`config.mk`:
```
export PLATFORM = sky130hd
export DESIGN_NAME = pcie_ltssm_controller
export DESIGN_NICKNAME = d
export VERILOG_FILES = /design/src/rtl/pcie_ltssm_controller.sv
export SDC_FILE = /design/constraint.sdc
export NUM_CORES = 1
export LEC_CHECK = 0
export ABC_AREA = 1
export CAP_MARGIN = 20
export CORE_MARGIN = 2
export CORE_UTILIZATION = 35
export CTS_CLUSTER_SIZE = 10
export DETAILED_ROUTE_END_ITERATION = 6
export GPL_TIMING_DRIVEN = 1
export SETUP_SLACK_MARGIN = 0.3
export SYNTH_ARGS = -nofsm -noshare
export SYNTH_HDL_FRONTEND = slang
export SYNTH_SLANG_ARGS = --single-unit
```
`constraint.sdc`:
```
create_clock -name clk -period 2.6 [get_ports clk]
set_clock_uncertainty 0.1 [all_clocks]
set_input_delay 0.26 -clock clk [delete_from_list [all_inputs] [get_ports clk]]
set_output_delay 0.26 -clock clk [all_outputs]
set_load 0.01 [all_outputs]
```
`src/rtl/pcie_ltssm_controller.sv`:
```
// rtl/pcie_ltssm_controller.sv - PCIe LTSSM link training controller (DETECT through L0)
module pcie_ltssm_controller #(
    parameter int TS1_TX_COUNT   = 1024,
    parameter int TS_RX_COUNT    = 8,
    parameter int TS2_POST_COUNT = 16,
    parameter int IDLE_RX_COUNT  = 8,
    parameter int IDLE_TX_COUNT  = 16,
    parameter int TIMEOUT_CYCLES = 3000000
) (
    input  logic       clk,
    input  logic       rst_n,
    input  logic       rx_ts1_valid,
    input  logic       rx_ts2_valid,
    input  logic       rx_ts_link_valid,
    input  logic [4:0] rx_ts_link,
    input  logic       rx_ts_lane_valid,
    input  logic [4:0] rx_ts_lane,
    input  logic       rx_idle_valid,
    input  logic       tx_ts_sent,
    input  logic       tx_idle_sent,
    output logic [1:0] tx_mode,
    output logic       tx_ts_link_valid,
    output logic [4:0] tx_ts_link,
    output logic       tx_ts_lane_valid,
    output logic [4:0] tx_ts_lane,
    output logic [4:0] link_id,
    output logic [4:0] lane_id,
    output logic       link_up,
    output logic [3:0] ltssm_state,
    output logic [7:0] retrain_count
);

    localparam logic [3:0] ST_DETECT        = 4'd0;
    localparam logic [3:0] ST_POLL_ACTIVE   = 4'd1;
    localparam logic [3:0] ST_POLL_CONFIG   = 4'd2;
    localparam logic [3:0] ST_CFG_LW_START  = 4'd3;
    localparam logic [3:0] ST_CFG_LW_ACCEPT = 4'd4;
    localparam logic [3:0] ST_CFG_COMPLETE  = 4'd5;
    localparam logic [3:0] ST_CFG_IDLE      = 4'd6;
    localparam logic [3:0] ST_L0            = 4'd7;

    localparam logic [1:0] MODE_TS1  = 2'd0;
    localparam logic [1:0] MODE_TS2  = 2'd1;
    localparam logic [1:0] MODE_IDLE = 2'd2;

    localparam logic [15:0] TS1_TX_MAX   = 16'(TS1_TX_COUNT);
    localparam logic [15:0] TS_RX_MAX    = 16'(TS_RX_COUNT);
    localparam logic [15:0] TS2_POST_MAX = 16'(TS2_POST_COUNT);
    localparam logic [15:0] IDLE_RX_MAX  = 16'(IDLE_RX_COUNT);
    localparam logic [15:0] IDLE_TX_MAX  = 16'(IDLE_TX_COUNT);
    localparam logic [31:0] TIMER_LAST   = 32'(TIMEOUT_CYCLES - 1);

    // Counters never wrap: they stick at their threshold.
    function automatic logic [15:0] sat_inc(input logic [15:0] v, input logic [15:0] lim);
        return (v >= lim) ? v : v + 16'd1;
    endfunction

    logic [3:0]  state_q, state_d;
    logic [15:0] tx_cnt_q, tx_cnt_d;     // TS1 sent / TS2 post-sent / idle sent
    logic [15:0] rx_cnt_q, rx_cnt_d;     // qualifying TS received / idles received
    logic        seen_q, seen_d;         // first qualifying receive seen in this state
    logic [4:0]  cand_link_q, cand_link_d;
    logic [31:0] timer_q, timer_d;
    logic [1:0]  tx_mode_q, tx_mode_d;
    logic        tx_link_v_q, tx_link_v_d;
    logic [4:0]  tx_link_q, tx_link_d;
    logic        tx_lane_v_q, tx_lane_v_d;
    logic [4:0]  tx_lane_q, tx_lane_d;
    logic [4:0]  link_id_q, link_id_d;
    logic [4:0]  lane_id_q, lane_id_d;
    logic        link_up_q, link_up_d;
    logic [7:0]  retrain_q, retrain_d;

    logic rx_ts;
    logic timer_exp;
    logic pa_recv_ok;
    logic pc_recv_ok;
    logic pair_hit;
    logic lane_hit;
    logic link_lost;
    logic cc_match;

    assign rx_ts      = rx_ts1_valid | rx_ts2_valid;
    assign timer_exp  = (timer_q == TIMER_LAST);
    assign pa_recv_ok = !rx_ts_link_valid && !rx_ts_lane_valid;
    assign pc_recv_ok = rx_ts2_valid && !rx_ts_link_valid && !rx_ts_lane_valid;
    assign pair_hit   = rx_ts1_valid && rx_ts_link_valid && !rx_ts_lane_valid
                        && (rx_cnt_q != 16'd0) && (rx_ts_link == cand_link_q);
    assign lane_hit   = rx_ts1_valid && rx_ts_link_valid && rx_ts_lane_valid
                        && (rx_ts_link == link_id_q);
    assign link_lost  = rx_ts1_valid && !rx_ts_link_valid;
    assign cc_match   = rx_ts2_valid && rx_ts_link_valid && rx_ts_lane_valid
                        && (rx_ts_link == link_id_q) && (rx_ts_lane == lane_id_q);

    // Next-state, counter and output-register computation; exits are checked before timer expiry.
    always_comb begin
        state_d     = state_q;
        tx_cnt_d    = tx_cnt_q;
        rx_cnt_d    = rx_cnt_q;
        seen_d      = seen_q;
        cand_link_d = cand_link_q;
        tx_link_v_d = tx_link_v_q;
        tx_link_d   = tx_link_q;
        tx_lane_v_d = tx_lane_v_q;
        tx_lane_d   = tx_lane_q;
        link_id_d   = link_id_q;
        lane_id_d   = lane_id_q;
        retrain_d   = retrain_q;
        timer_d     = timer_q;
        tx_mode_d   = MODE_TS1;
        link_up_d   = 1'b0;

        case (state_q)
            ST_DETECT: begin
                state_d = ST_POLL_ACTIVE;
            end
            ST_POLL_ACTIVE: begin
                if (tx_ts_sent) tx_cnt_d = sat_inc(tx_cnt_q, TS1_TX_MAX);
                if (rx_ts) rx_cnt_d = pa_recv_ok ? sat_inc(rx_cnt_q, TS_RX_MAX) : 16'd0;
                if (tx_cnt_d >= TS1_TX_MAX && rx_cnt_d >= TS_RX_MAX)
                    state_d = ST_POLL_CONFIG;
                else if (timer_exp)
                    state_d = (rx_cnt_d != 16'd0) ? ST_POLL_CONFIG : ST_DETECT;
            end
            ST_POLL_CONFIG: begin
                if (pc_recv_ok) begin
                    rx_cnt_d = sat_inc(rx_cnt_q, TS_RX_MAX);
                    seen_d   = 1'b1;
                end
                if (tx_ts_sent && seen_q) tx_cnt_d = sat_inc(tx_cnt_q, TS2_POST_MAX);
                if (rx_cnt_d >= TS_RX_MAX && tx_cnt_d >= TS2_POST_MAX)
                    state_d = ST_CFG_LW_START;
                else if (timer_exp)
                    state_d = ST_DETECT;
            end
            ST_CFG_LW_START: begin
                if (pair_hit) begin
                    state_d     = ST_CFG_LW_ACCEPT;
                    link_id_d   = rx_ts_link;
                    tx_link_d   = rx_ts_link;
                    tx_link_v_d = 1'b1;
                end else begin
                    if (rx_ts1_valid && rx_ts_link_valid && !rx_ts_lane_valid) begin
                        // First of a pair, or a mismatch restarting the pair on the new number.
                        cand_link_d = rx_ts_link;
                        rx_cnt_d    = 16'd1;
                    end else if (rx_ts) begin
                        rx_cnt_d = 16'd0;
                    end
                    if (timer_exp) state_d = ST_DETECT;
                end
            end
            ST_CFG_LW_ACCEPT: begin
                if (lane_hit) begin
                    state_d     = ST_CFG_COMPLETE;
                    lane_id_d   = rx_ts_lane;
                    tx_lane_d   = rx_ts_lane;
                    tx_lane_v_d = 1'b1;
                end else if (link_lost) begin
                    state_d = ST_CFG_LW_START;
                end else if (timer_exp) begin
                    state_d = ST_DETECT;
                end
            end
            ST_CFG_COMPLETE: begin
                if (cc_match) begin
                    rx_cnt_d = sat_inc(rx_cnt_q, TS_RX_MAX);
                    seen_d   = 1'b1;
                end else if (rx_ts) begin
                    rx_cnt_d = 16'd0;
                end
                if (tx_ts_sent && seen_q) tx_cnt_d = sat_inc(tx_cnt_q, TS2_POST_MAX);
                if (rx_cnt_d >= TS_RX_MAX && tx_cnt_d >= TS2_POST_MAX)
                    state_d = ST_CFG_IDLE;
                else if (timer_exp)
                    state_d = ST_DETECT;
            end
            ST_CFG_IDLE: begin
                if (rx_ts) begin
                    rx_cnt_d = 16'd0;
                end else if (rx_idle_valid) begin
                    rx_cnt_d = sat_inc(rx_cnt_q, IDLE_RX_MAX);
                    seen_d   = 1'b1;
                end
                if (tx_idle_sent && seen_q) tx_cnt_d = sat_inc(tx_cnt_q, IDLE_TX_MAX);
                if (rx_cnt_d >= IDLE_RX_MAX && tx_cnt_d >= IDLE_TX_MAX)
                    state_d = ST_L0;
                else if (timer_exp)
                    state_d = ST_DETECT;
            end
            ST_L0: begin
                if (rx_ts1_valid) begin
                    state_d   = ST_DETECT;
                    retrain_d = (retrain_q == 8'hFF) ? retrain_q : retrain_q + 8'd1;
                end
            end
            default: begin
                state_d = ST_DETECT;
            end
        endcase

        // Every transition starts the new state with fresh counters.
        if (state_d != state_q) begin
            tx_cnt_d    = 16'd0;
            rx_cnt_d    = 16'd0;
            seen_d      = 1'b0;
            cand_link_d = 5'd0;
        end

        // Timer only runs in the training states 1-6.
        if (state_d != state_q || state_q == ST_DETECT || state_q == ST_L0)
            timer_d = 32'd0;
        else if (!timer_exp)
            timer_d = timer_q + 32'd1;

        // Link/lane fields are advertised only once negotiated in the configuration states.
        if (state_d == ST_DETECT || state_d == ST_POLL_ACTIVE ||
            state_d == ST_POLL_CONFIG || state_d == ST_CFG_LW_START) begin
            tx_link_v_d = 1'b0;
            tx_lane_v_d = 1'b0;
        end

        case (state_d)
            ST_POLL_CONFIG, ST_CFG_COMPLETE: tx_mode_d = MODE_TS2;
            ST_CFG_IDLE, ST_L0:              tx_mode_d = MODE_IDLE;
            default:                         tx_mode_d = MODE_TS1;
        endcase
        link_up_d = (state_d == ST_L0);
    end

    // State, counters and all output registers; reset wins over every other event.
    always_ff @(posedge clk) begin
        if (!rst_n) begin
            state_q     <= ST_DETECT;
            tx_cnt_q    <= 16'd0;
            rx_cnt_q    <= 16'd0;
            seen_q      <= 1'b0;
            cand_link_q <= 5'd0;
            timer_q     <= 32'd0;
            tx_mode_q   <= MODE_TS1;
            tx_link_v_q <= 1'b0;
            tx_link_q   <= 5'd0;
            tx_lane_v_q <= 1'b0;
            tx_lane_q   <= 5'd0;
            link_id_q   <= 5'd0;
            lane_id_q   <= 5'd0;
            link_up_q   <= 1'b0;
            retrain_q   <= 8'd0;
        end else begin
            state_q     <= state_d;
            tx_cnt_q    <= tx_cnt_d;
            rx_cnt_q    <= rx_cnt_d;
            seen_q      <= seen_d;
            cand_link_q <= cand_link_d;
            timer_q     <= timer_d;
            tx_mode_q   <= tx_mode_d;
            tx_link_v_q <= tx_link_v_d;
            tx_link_q   <= tx_link_d;
            tx_lane_v_q <= tx_lane_v_d;
            tx_lane_q   <= tx_lane_d;
            link_id_q   <= link_id_d;
            lane_id_q   <= lane_id_d;
            link_up_q   <= link_up_d;
            retrain_q   <= retrain_d;
        end
    end

    assign tx_mode          = tx_mode_q;
    assign tx_ts_link_valid = tx_link_v_q;
    assign tx_ts_link       = tx_link_q;
    assign tx_ts_lane_valid = tx_lane_v_q;
    assign tx_ts_lane       = tx_lane_q;
    assign link_id          = link_id_q;
    assign lane_id          = lane_id_q;
    assign link_up          = link_up_q;
    assign ltssm_state      = state_q;
    assign retrain_count    = retrain_q;

endmodule

```
Yosys cells after proc, flatten, opt, wreduce, memory -nomap -nowiden
Index checks and enable logic that the tools add are counted.
{"block": "totals", "ff_bits": 97, "inputBits": 19, "out_inout_bits": 37, "wordCells": 144}
{"block": "classes", "add_sub_neg": 4, "order_cmp": 11, "n_eq_ne": 24, "mux": 43, "n_bitwise": 4, "n_reduce_logical": 45}
{"cell": "two-way mux 16 bit", "n": 23}
{"cell": ">= comparator 16 x 4 -> 1 bit, second input constant", "n": 5}
{"cell": "one-hot mux 16 bit (5 select lines)", "n": 1}
{"cell": ">= comparator 16 x 5 -> 1 bit, second input constant", "n": 4}
{"cell": "one-hot mux 16 bit (4 select lines)", "n": 1}
{"cell": "two-way mux 4 bit", "n": 10}
{"cell": "adder 16 x 1 -> 16 bit, second input constant", "n": 2}
{"cell": "adder 32 x 1 -> 32 bit, second input constant", "n": 1}
{"cell": "equality test 32 x 22 -> 1 bit, second input constant", "n": 1}
{"cell": ">= comparator 16 x 11 -> 1 bit, second input constant", "n": 2}
{"cell": "one-hot mux 4 bit (8 select lines)", "n": 1}
{"cell": "nonzero test 16 bit", "n": 2}
{"cell": "equality test 4 x 3 -> 1 bit, second input constant", "n": 7}
{"cell": "logical AND 1 bit", "n": 20}
{"cell": "equality test 4 x 2 -> 1 bit, second input constant", "n": 4}
{"cell": "equality test 5 bit", "n": 3}
{"cell": "!= test 2 bit, second input constant", "n": 5}
{"cell": "OR reduction 2 bit", "n": 5}
{"cell": "adder 8 x 1 -> 8 bit, second input constant", "n": 1}
{"cell": "equality test 4 x 1 -> 1 bit, second input constant", "n": 2}
{"cell": "equality test 8 bit, second input constant", "n": 1}
{"cell": "zero test 4 bit", "n": 2}
{"cell": "AND reduction 2 bit", "n": 3}
{"cell": "AND reduction 3 bit", "n": 2}
{"cell": "other kinds (13)", "n": 23}

Logic depth before layout (Yosys ltp)
Gate-level depths: netlist (run 1).
{"block": "logic_depth", "ltp_word": 15, "mapped_depth": 24, "depth_no_buf": 22}

Worst setup path before layout (run 1)
OpenSTA, ideal clock, no wires.
{"block": "synth_timing", "path_kind": "reg-to-reg", "from": "register timer_q[0]", "to": "register tx_cnt_q[8]", "setup_ns": 0.124, "t_arrival_ns": 2.270, "t_required_ns": 2.376, "path_slack_ns": 0.107, "path_stages_with_launch": 19, "n_path_buf": 2, "period_less_slack_ns": 2.493, "path_cell_list": "dfxtp_1 > ha_1 > nand3_2 > nor2_1 > nand2_1 > nor4_2 > nand2_2 > inv_1 > nor2_1 > nand3b_1 > nand4_1 > nor2_1 > nand2_1 > nand2_1 > nor2_4 > nand2_2 > buf_6 > buf_8 > nor2_4"}
{"block": "synth_between", "elab_chain_cells": 7, "elab_cells_between_ends": 13, "classes_between": "eq/ne: 2; mux: 10; reduce/logical: 1"}
{"element": "start, declared", "line": "63", "text": "logic [31:0] timer_q, timer_d;"}
{"element": "start signal, assigned", "line": "255", "text": "timer_q <= timer_d;"}
{"element": "equality test 32 x 22 -> 1 bit (*)", "line": "84", "text": "assign timer_exp = (timer_q == TIMER_LAST);"}
{"element": "two-way mux 4 bit"}
{"element": "two-way mux 4 bit", "line": "159", "text": "end else if (link_lost) begin"}
{"element": "two-way mux 4 bit", "line": "154", "text": "if (lane_hit) begin"}
{"element": "one-hot mux 4 bit (8 select lines) (*)", "line": "113", "text": "case (state_q)"}
{"element": "!= test 4 bit (*)", "line": "203", "text": "if (state_d != state_q) begin"}
{"element": "OR reduction 2 bit (no source line) (*)"}
{"element": "end signal, assigned", "line": "251", "text": "tx_cnt_q <= tx_cnt_d;"}
{"element": "end, declared", "line": "59", "text": "logic [15:0] tx_cnt_q, tx_cnt_d;"}
Every way passes the cells marked *; elsewhere a longest branch is shown, timed or not.
A chain may end at the register's enable or synchronous reset.

Worst setup path in the final report (run 1)
{"block": "layout_timing", "from": "register tx_cnt_q[0]", "to": "register timer_q[1]"}
{"block": "layout_between", "elab_chain_cells": 12, "elab_cells_between_ends": 29, "classes_between": "add/sub: 1; order compare: 6; eq/ne: 1; mux: 14; reduce/logical: 7"}
{"element": "adder 16 x 1 -> 16 bit, or another cell as far along", "line": "55", "text": "return (v >= lim) ? v : v + 16'd1;"}
{"element": "two-way mux 16 bit", "line": "55"}
{"element": "two-way mux 16 bit, on equally long branches"}
{"element": "two-way mux 16 bit", "line": "113"}
{"element": ">= comparator 16 x 5 -> 1 bit, or another cell as far along", "line": "186", "text": "if (rx_cnt_d >= IDLE_RX_MAX && tx_cnt_d >= IDLE_TX_MAX)"}
{"element": "logical AND 1 bit, on equally long branches"}
{"element": "two-way mux 4 bit, on equally long branches"}
{"element": "one-hot mux 4 bit (8 select lines) (*)", "line": "113"}
{"element": "!= test 4 bit (*)", "line": "211", "text": "if (state_d != state_q || state_q == ST_DETECT || state_q == ST_L0)"}
{"element": "logical OR 1 bit (*) (2 in series)", "line": "211"}
{"element": "OR reduction 2 bit (no source line) (*)"}
Every way passes the cells marked *; elsewhere a longest branch is shown, timed or not. The select of a mux whose other input is x is not followed.

==> reports/metrics.cfg, run 1 <==
[worst_setup_path]
end_kind=flop
crit_fanout=32
critPathLaunchType=flop
crit_required_ns=2.78
crit_path_max_incr_delay_ns=0.35
worst-setup-path-type=flop to flop
rrSetupSlack_ns=0.02
worstSetupStartpoint=tx_cnt_q[0]
crit_end=timer_q[1]
r2r-end=timer_q[1]
cp.arrival_ns=2.77
timing.rr.start=tx_cnt_q[0]
path_cells=ha_4 > nand2_2 > buf_4 > nor2_1 > a21oi_1 > nand4_1 > nand2_1 > nand2_1 > a211oi_2 > nand2_2 > nand2_1 > nand2_2 > nor2_4 > nand3_2 > buf_12 > nor2_1
cp_slowest_cell=dfxtp_4
reg2reg_depth=16

[detailed_routing]
drc=0
antenna_left=0
vias_per_cell=4.984
drtIter0Drc=515
routed_wl_um=18880
wl_per_cell_um=13.31
num_vias=7072
dr.pass1.iters=7

[layout]
fillCellCount=1802
syn_to_final_growth_pct=36.98
layout_common_cells=nand2_1 (165), buf_4 (161), nor2_1 (129)
final_common_cell=nand2_1
nNetsFinal=1210
antenna-diode-count=0
drive_gt1_share_pct=24.62
final_util_pct=49.23

[place]
portBuffers=55
hpwlAfterDp_um=14040
place_congestion=0.9023

[yosys]
synth.net_count=1014
syn_avg_cell_area_sq_um=6.572
ys_seq_elements=97
synthesis.area_sq_um=6500
synthArstFlopShare_pct=0
yosys_warnings=0
synth_edf_count=0
synth-seq-area-share_pct=29.87
synth_cell_types=53
syn_inst=989
dominantRegCellSynth=dfxtp_1

[clocking]
clk_latency_ns=0.36
cts_num_sinks=97
cts_tree=yes
clkSlewWorstSetupHoldPaths_ns=0.07
cts-root-buf=clkbuf_16
numCtsBuffers=9
clock_path_buffers=2
htreeDepth=3

[sta]
fmax_mhz=387.2
rsz0062_at_grt=true
min_period_over_period_pct=99.34
tightest_slew_ns=0.4914
setup_viol=0
max-slew-margin-rel_pct=66.94
finalHoldViolCount=0
finalHoldWorstSlack_ns=0.1642
slew_violations=0
fin_crit_ns=2.583

[global_route]
grt-ovfl-total=0
antenna_found_initial=0
grt_pass1_vias=6623
grt_pass1_wl_um=31060
grtUsageTotal_pct=19.22
grt_max_degree=33

[die]
die_w_um=140.3
core_sq_um=18090
start_util_pct=35.94
row_count=49
die_h_um=140.3
io_pins=56
die-area_sq_um=19680

[power]
peakVddDrop_mv=0.3171
p_per_area_nw_per_um2=374.4
p_leak_nw=3.690

[status]
outcome=finished, final reports clean

[run]
drv_cap=0

[min_path]
hp-class=input port to flop

-- routing by layer --
| metal | vias up | track usage (%) | routed length, um |
|---|---|---|---|
| li1 | 3657 | - | - |
| met1 | 3174 | 24.87 | 8856 |
| met2 | 205 | 32.51 | 8703 |
| met3 | 36 | 3.043 | 915 |
| met4 | 0 | 6.805 | 405 |
| met5 | - | 0 | 0 |
-- cell type report --
class,instances,area (sq um),area share (%)
clock buffers,11,242.7,2.726
clock inverters,5,85.08,0.9556
inverters,147,554.3,6.225
multi-input cells,709,3913,43.94
flip-flops and latches,97,1956,21.96
well taps,229,286.5,3.218
repair buffers,221,1867,20.97
-- repair_timing --
| item | 4_1_cts | 5_1_grt |
|---|---|---|
| setup buffers | 12 | 3 |
| hold buffers | 0 | 0 |
| cloned | 1 | 0 |
| pin swaps | 6 | 6 |
| endpoints found under the setup margin | 75 | 83 |
| resized for setup | 15 | 31 |
-- how the worst min path moves through the flow --
stage	start	to	slack [ns]	cells past startpoint
global placement	tx_cnt_q[15]	tx_cnt_q[15]	0.33	2
global route	rx_ts_lane[0]	lane_id[0]	0.18	3
floorplan	rx_ts_link[1]	link_id[1]	0.30	2
finish	rx_ts_lane[0]	lane_id[0]	0.16	3
detailed placement	tx_cnt_q[15]	tx_cnt_q[15]	0.33	2
CTS	tx_cnt_q[15]	tx_cnt_q[15]	0.35	2
-- cell families (layout without fill, tap and decap cells) --
group | count (synthesis) | after routing | share of synthesized area, %
AND/OR/NAND/NOR | 475 | 475 | 34.61
other | 1 | 1 | 0.05769
adder cells (fa/ha/maj) | 6 | 6 | 1.155
flip-flops | 97 | 97 | 29.87
XOR/XNOR | 38 | 38 | 5.120
buffers and inverters | 183 | 384 | 12.15
AO/OA/AOI/OAI | 189 | 189 | 17.04
-- stage by stage --
stage / worst slack (ns) / setup TNS [ns] / cell area, sq um / instances / total power, W
2_1_floorplan: 0.1921 / 0 / 6565 / 989 / 0.001711
3_3_place_gp: -0.3372 / -22.91 / 8294 / 1387 / 0.001840
3_5_place_dp: -0.3451 / -22.25 / 8294 / 1387 / 0.001840
4_1_cts: 0.03847 / 0 / 8783 / 1416 / 0.003370
5_1_grt: -0.2063 / -11.99 / 8904 / 1419 / 0.003455
6_report: 0.01726 / 0 / 8904 / 1419 / 0.003334
-- state kept, by name (all words and copies together) (netlist names), 2 cells and up --
name and count:
timer_q 32, rx_cnt_q 16, tx_cnt_q 16, retrain_count 8, cand_link_q 5, lane_id 5, link_id 5, ltssm_state 4
tx_mode 2
-- report_power, final --
| part | internal (W) | total, W | switching [W] |
|---|---|---|---|
| logic | 0.000146 | 0.000334 | 0.000189 |
| clock network | 0.000880 | 0.00150 | 0.000623 |
| registers | 0.00149 | 0.00150 | 0.00000645 |
| total | 0.00252 | 0.00333 | 0.000818 |
-- synth_stat cells, types with 2 or more instances --
master	count	area, sq um
o31ai_1	2	15.01
o221ai_1	3	26.28
nand2_2	10	62.56
nor4_1	12	75.07
ha_1	6	75.07
inv_1	125	469.2
nor2_2	17	106.4
xor2_1	29	254.0
nor2_1	135	506.7
o21ai_0	67	335.3
clkbuf_1	11	41.29
inv_2	20	75.07
nor2_4	14	157.7
nand2_1	170	638.1
buf_2	8	40.04
nor4_2	2	25.02
nor3_1	26	130.1
o211ai_1	13	97.59
a21oi_1	52	260.3
o2111ai_1	4	35.03
xnor2_1	9	78.83
a22oi_1	6	45.04
dfxtp_1	97	1942
a41oi_1	2	17.52
nand3b_1	8	60.06
o22ai_1	17	106.4
nand3_1	47	235.2
buf_4	11	82.58
o21ai_1	7	35.03
nand4_1	24	150.1
nand3_2	2	20.02
a211oi_1	6	45.04
buf_6	5	56.30
nor3b_1	2	15.01
or2_2	2	12.51
-- worst max-delay path: cells and delay by family, from the launching register on --
family / cells / cell delay (ns)
simple gates: 11 / 1.16
compound gates: 2 / 0.45
flops: 1 / 0.35
buf+inv: 2 / 0.28
fa+ha+maj: 1 / 0.15
Power figures use the tool's default switching activity.
==> run 2, diff against run 1 <==
Settings changed: PLACE_DENSITY set to 0.56.
Clock period 2.6 ns to 2.4 ns, I/O delays scaled along.
==> run 2 against run 1 <==
The run now ends with setup timing left. Die area stayed put. Critical path depth is 3 higher. Count of clock-buffer cells in the layout is 2 lower.
==> reports/metrics.cfg, run 2 (synthesized netlist as in run 1, its figures left out) <==
[worst_setup_path]
timing.rr.start=rx_cnt_q[15]  ; was tx_cnt_q[0]
crit_path_frequent_cell=nand2_1
cp.arrival_ns=2.85  ; was 2.77 ns
crit_end=rx_cnt_q[11]  ; was timer_q[1]
reg2reg_depth=19  ; was 16
crit_path_max_incr_delay_ns=0.32  ; was 0.35 ns
critPathLaunchType=flop  ; unchanged
path_cells=inv_1 > nand4_1 > nor2_4 > buf_6 > nand3b_1 > nand3_1 > o21ai_2 > nor2_2 > nand3_1 > nand2_1 > nand2_1 > nand2_2 > nand4_4 > nand2_1 > nand2_1 > nor2_4 > nand2_4 > clkbuf_16 > nor2_1  ; was ha_4 > nand2_2 > buf_4 > nor2_1 > a21oi_1 > nand4_1 > nand2_1 > nand2_1 > a211oi_2 > nand2_2 > nand2_1 > nand2_2 > nor2_4 > nand3_2 > buf_12 > nor2_1
r2r-end=rx_cnt_q[11]  ; was timer_q[1]
worst-setup-path-type=flop to flop  ; unchanged
critPathTopFamily=simple AND/OR/NAND/NOR gates  ; unchanged
crit_required_ns=2.60  ; was 2.78 ns
path_depth=19  ; was 16
crit_buf_inv=3  ; was 2
worstSetupStartpoint=rx_cnt_q[15]  ; was tx_cnt_q[0]
end_kind=flop  ; unchanged
cp_slowest_cell=dfxtp_1  ; was dfxtp_4
crit_fanout=8  ; was 32
rrSetupSlack_ns=-0.25  ; was 0.02 ns

[die]
die_w_um=140.3  ; unchanged
start_util_pct=35.94  ; unchanged
io_pins=56  ; unchanged
row_count=49  ; unchanged
die_h_um=140.3  ; unchanged
die-area_sq_um=19680  ; unchanged
core_sq_um=18090  ; unchanged

[layout]
layout_common_cells=buf_4 (240), nand2_1 (163), inv_1 (118)  ; was nand2_1 (165), buf_4 (161), nor2_1 (129)
reg_top3=timer_q x32, rx_cnt_q x16, tx_cnt_q x16  ; unchanged
final_common_cell=buf_4  ; was nand2_1
syn_to_final_growth_pct=50.43  ; was 36.98%
top_register=timer_q  ; unchanged
fillCellCount=1720  ; was 1,802
antenna-diode-count=0  ; unchanged
nNetsFinal=1298  ; was 1,210
largest_reg_flops=32  ; unchanged
drive_gt1_share_pct=32.94  ; was 24.62%

[sta]
fmax_mhz=377.2  ; was 387.2 MHz
finalHoldViolCount=0  ; unchanged
timing.setup.tns_ns=-14.83  ; was 0 ns
rsz0062_at_grt=true  ; unchanged
setup_ws_ns=-0.2511  ; was 0.01726 ns
min_period_over_period_pct=110.5  ; was 99.34%
setup_viol=73  ; was 0
fin_crit_ns=2.651  ; was 2.583 ns
slew_violations=0  ; unchanged

[global_route]
grt_pass1_wl_um=33230  ; was 31,060 um
grtUsageTotal_pct=20.45  ; was 19.22%
grt-ovfl-total=0  ; unchanged
grt_max_degree=33  ; unchanged
antenna_found_initial=0  ; unchanged
grt_pass1_vias=6990  ; was 6,623

[clocking]
cts_num_sinks=97  ; unchanged
clkSlewWorstSetupHoldPaths_ns=0.07  ; about the same
clock_path_buffers=2  ; unchanged
numCtsBuffers=9  ; unchanged
cts-root-buf=clkbuf_16  ; unchanged
cts_tree=yes  ; unchanged
htreeDepth=3  ; unchanged
clk_latency_ns=0.36  ; about the same

[detailed_routing]
vias_per_cell=4.924  ; was 4.984
drc=0  ; unchanged
wl_per_cell_um=13.48  ; was 13.31 um
dr.pass1.iters=5  ; was 7
wl_met1_um=9421  ; was 8856 um
num_vias=7421  ; was 7,072
routed_wl_um=20320  ; was 18,880 um
wl_met3_um=988  ; was 915 um
maxUsedRoutingLayer=met4  ; unchanged
wl_met2_um=9470  ; was 8703 um
antenna_left=0  ; unchanged
drtIter0Drc=422  ; was 515

[status]
violations=setup timing
outcome=finished with violations  ; was finished, final reports clean

[power]
p_per_area_nw_per_um2=367.8  ; was 374.4 nW/um^2
p_leak_nw=4.126  ; was 3.690 nW
peakVddDrop_mv=0.3404  ; was 0.3171 mV

[place]
dp_slack_ns=-0.5941  ; was -0.3451 ns
place_congestion=0.8947  ; was 0.9023
hpwlAfterDp_um=14530  ; was 14,040 um
portBuffers=55  ; unchanged

[run]
drv_cap=0  ; unchanged

[min_path]
hp-class=input port to flop  ; unchanged
hold_depth=3  ; unchanged

run 2: cell type report:
class / count / area [sq um] / area share, %
tap: 229 / 286.5 / 2.930
timing repair inverter: 1 / 7.507 / 0.07678
inverter: 147 / 558.0 / 5.707
sequential: 97 / 1967 / 20.12
timing repair buffer: 308 / 2575 / 26.33
clock buffer: 9 / 225.2 / 2.303
clock inverter: 7 / 85.08 / 0.8701
multi-input combinational: 709 / 4074 / 41.66
run 2: repair_timing:
| item | CTS | global route |
|---|---|---|
| endpoints found under the hold margin | 0 | 0 |
| hold buffers | 0 | 0 |
| setup endpoints to repair | 83 | 85 |
| pin swaps | 5 | 15 |
| setup buffers | 11 | 9 |
| gates cloned | 1 | 3 |
| gates resized for setup | 44 | 67 |
run 2: power by group:
part / internal [W] / switching, W / total [W]
clock: 0.000830 / 0.000723 / 0.00155
combinational: 0.000192 / 0.000231 / 0.000423
sequential: 0.00161 / 0.00000661 / 0.00162
run 2: worst min-delay path by stage:
stage               slack (ns)           from      endpoint
finish                    0.13  rx_ts_lane[2]    lane_id[2]
global route              0.17  rx_ts_lane[1]    lane_id[1]
detailed placement        0.34   tx_cnt_q[15]  tx_cnt_q[15]
global placement          0.33   tx_cnt_q[15]  tx_cnt_q[15]
CTS                       0.29  rx_ts_link[1]    link_id[1]
floorplan                 0.28  rx_ts_link[1]    link_id[1]
run 2: through the flow:
step           util [%]  instances  hold WS (ns)  cell area, sq um  total power (W)
3_3_place_gp      49.28       1467        0.3308              8914         0.002022
5_1_grt           54.06       1507        0.1655              9778         0.003743
4_1_cts           52.29       1495        0.2903              9457         0.003612
3_5_place_dp      49.28       1467        0.3354              8914         0.002024
2_1_floorplan         -        989        0.2793              6566         0.001854
6_report          54.06       1507        0.1335              9778         0.003596
run 2: worst min-delay path, delay by kind of cell:
kind	cells	cell delay [ns]
buffers and inverters	1	0.11
AOI/OAI and AO/OA	2	0.20
run 2: routing by layer:
metal | up-vias | track usage, %
met5 | - | 0
met4 | 0 | 6.326
met3 | 35 | 2.940
met1 | 3371 | 27.04
li1 | 3820 | -
met2 | 195 | 34.55
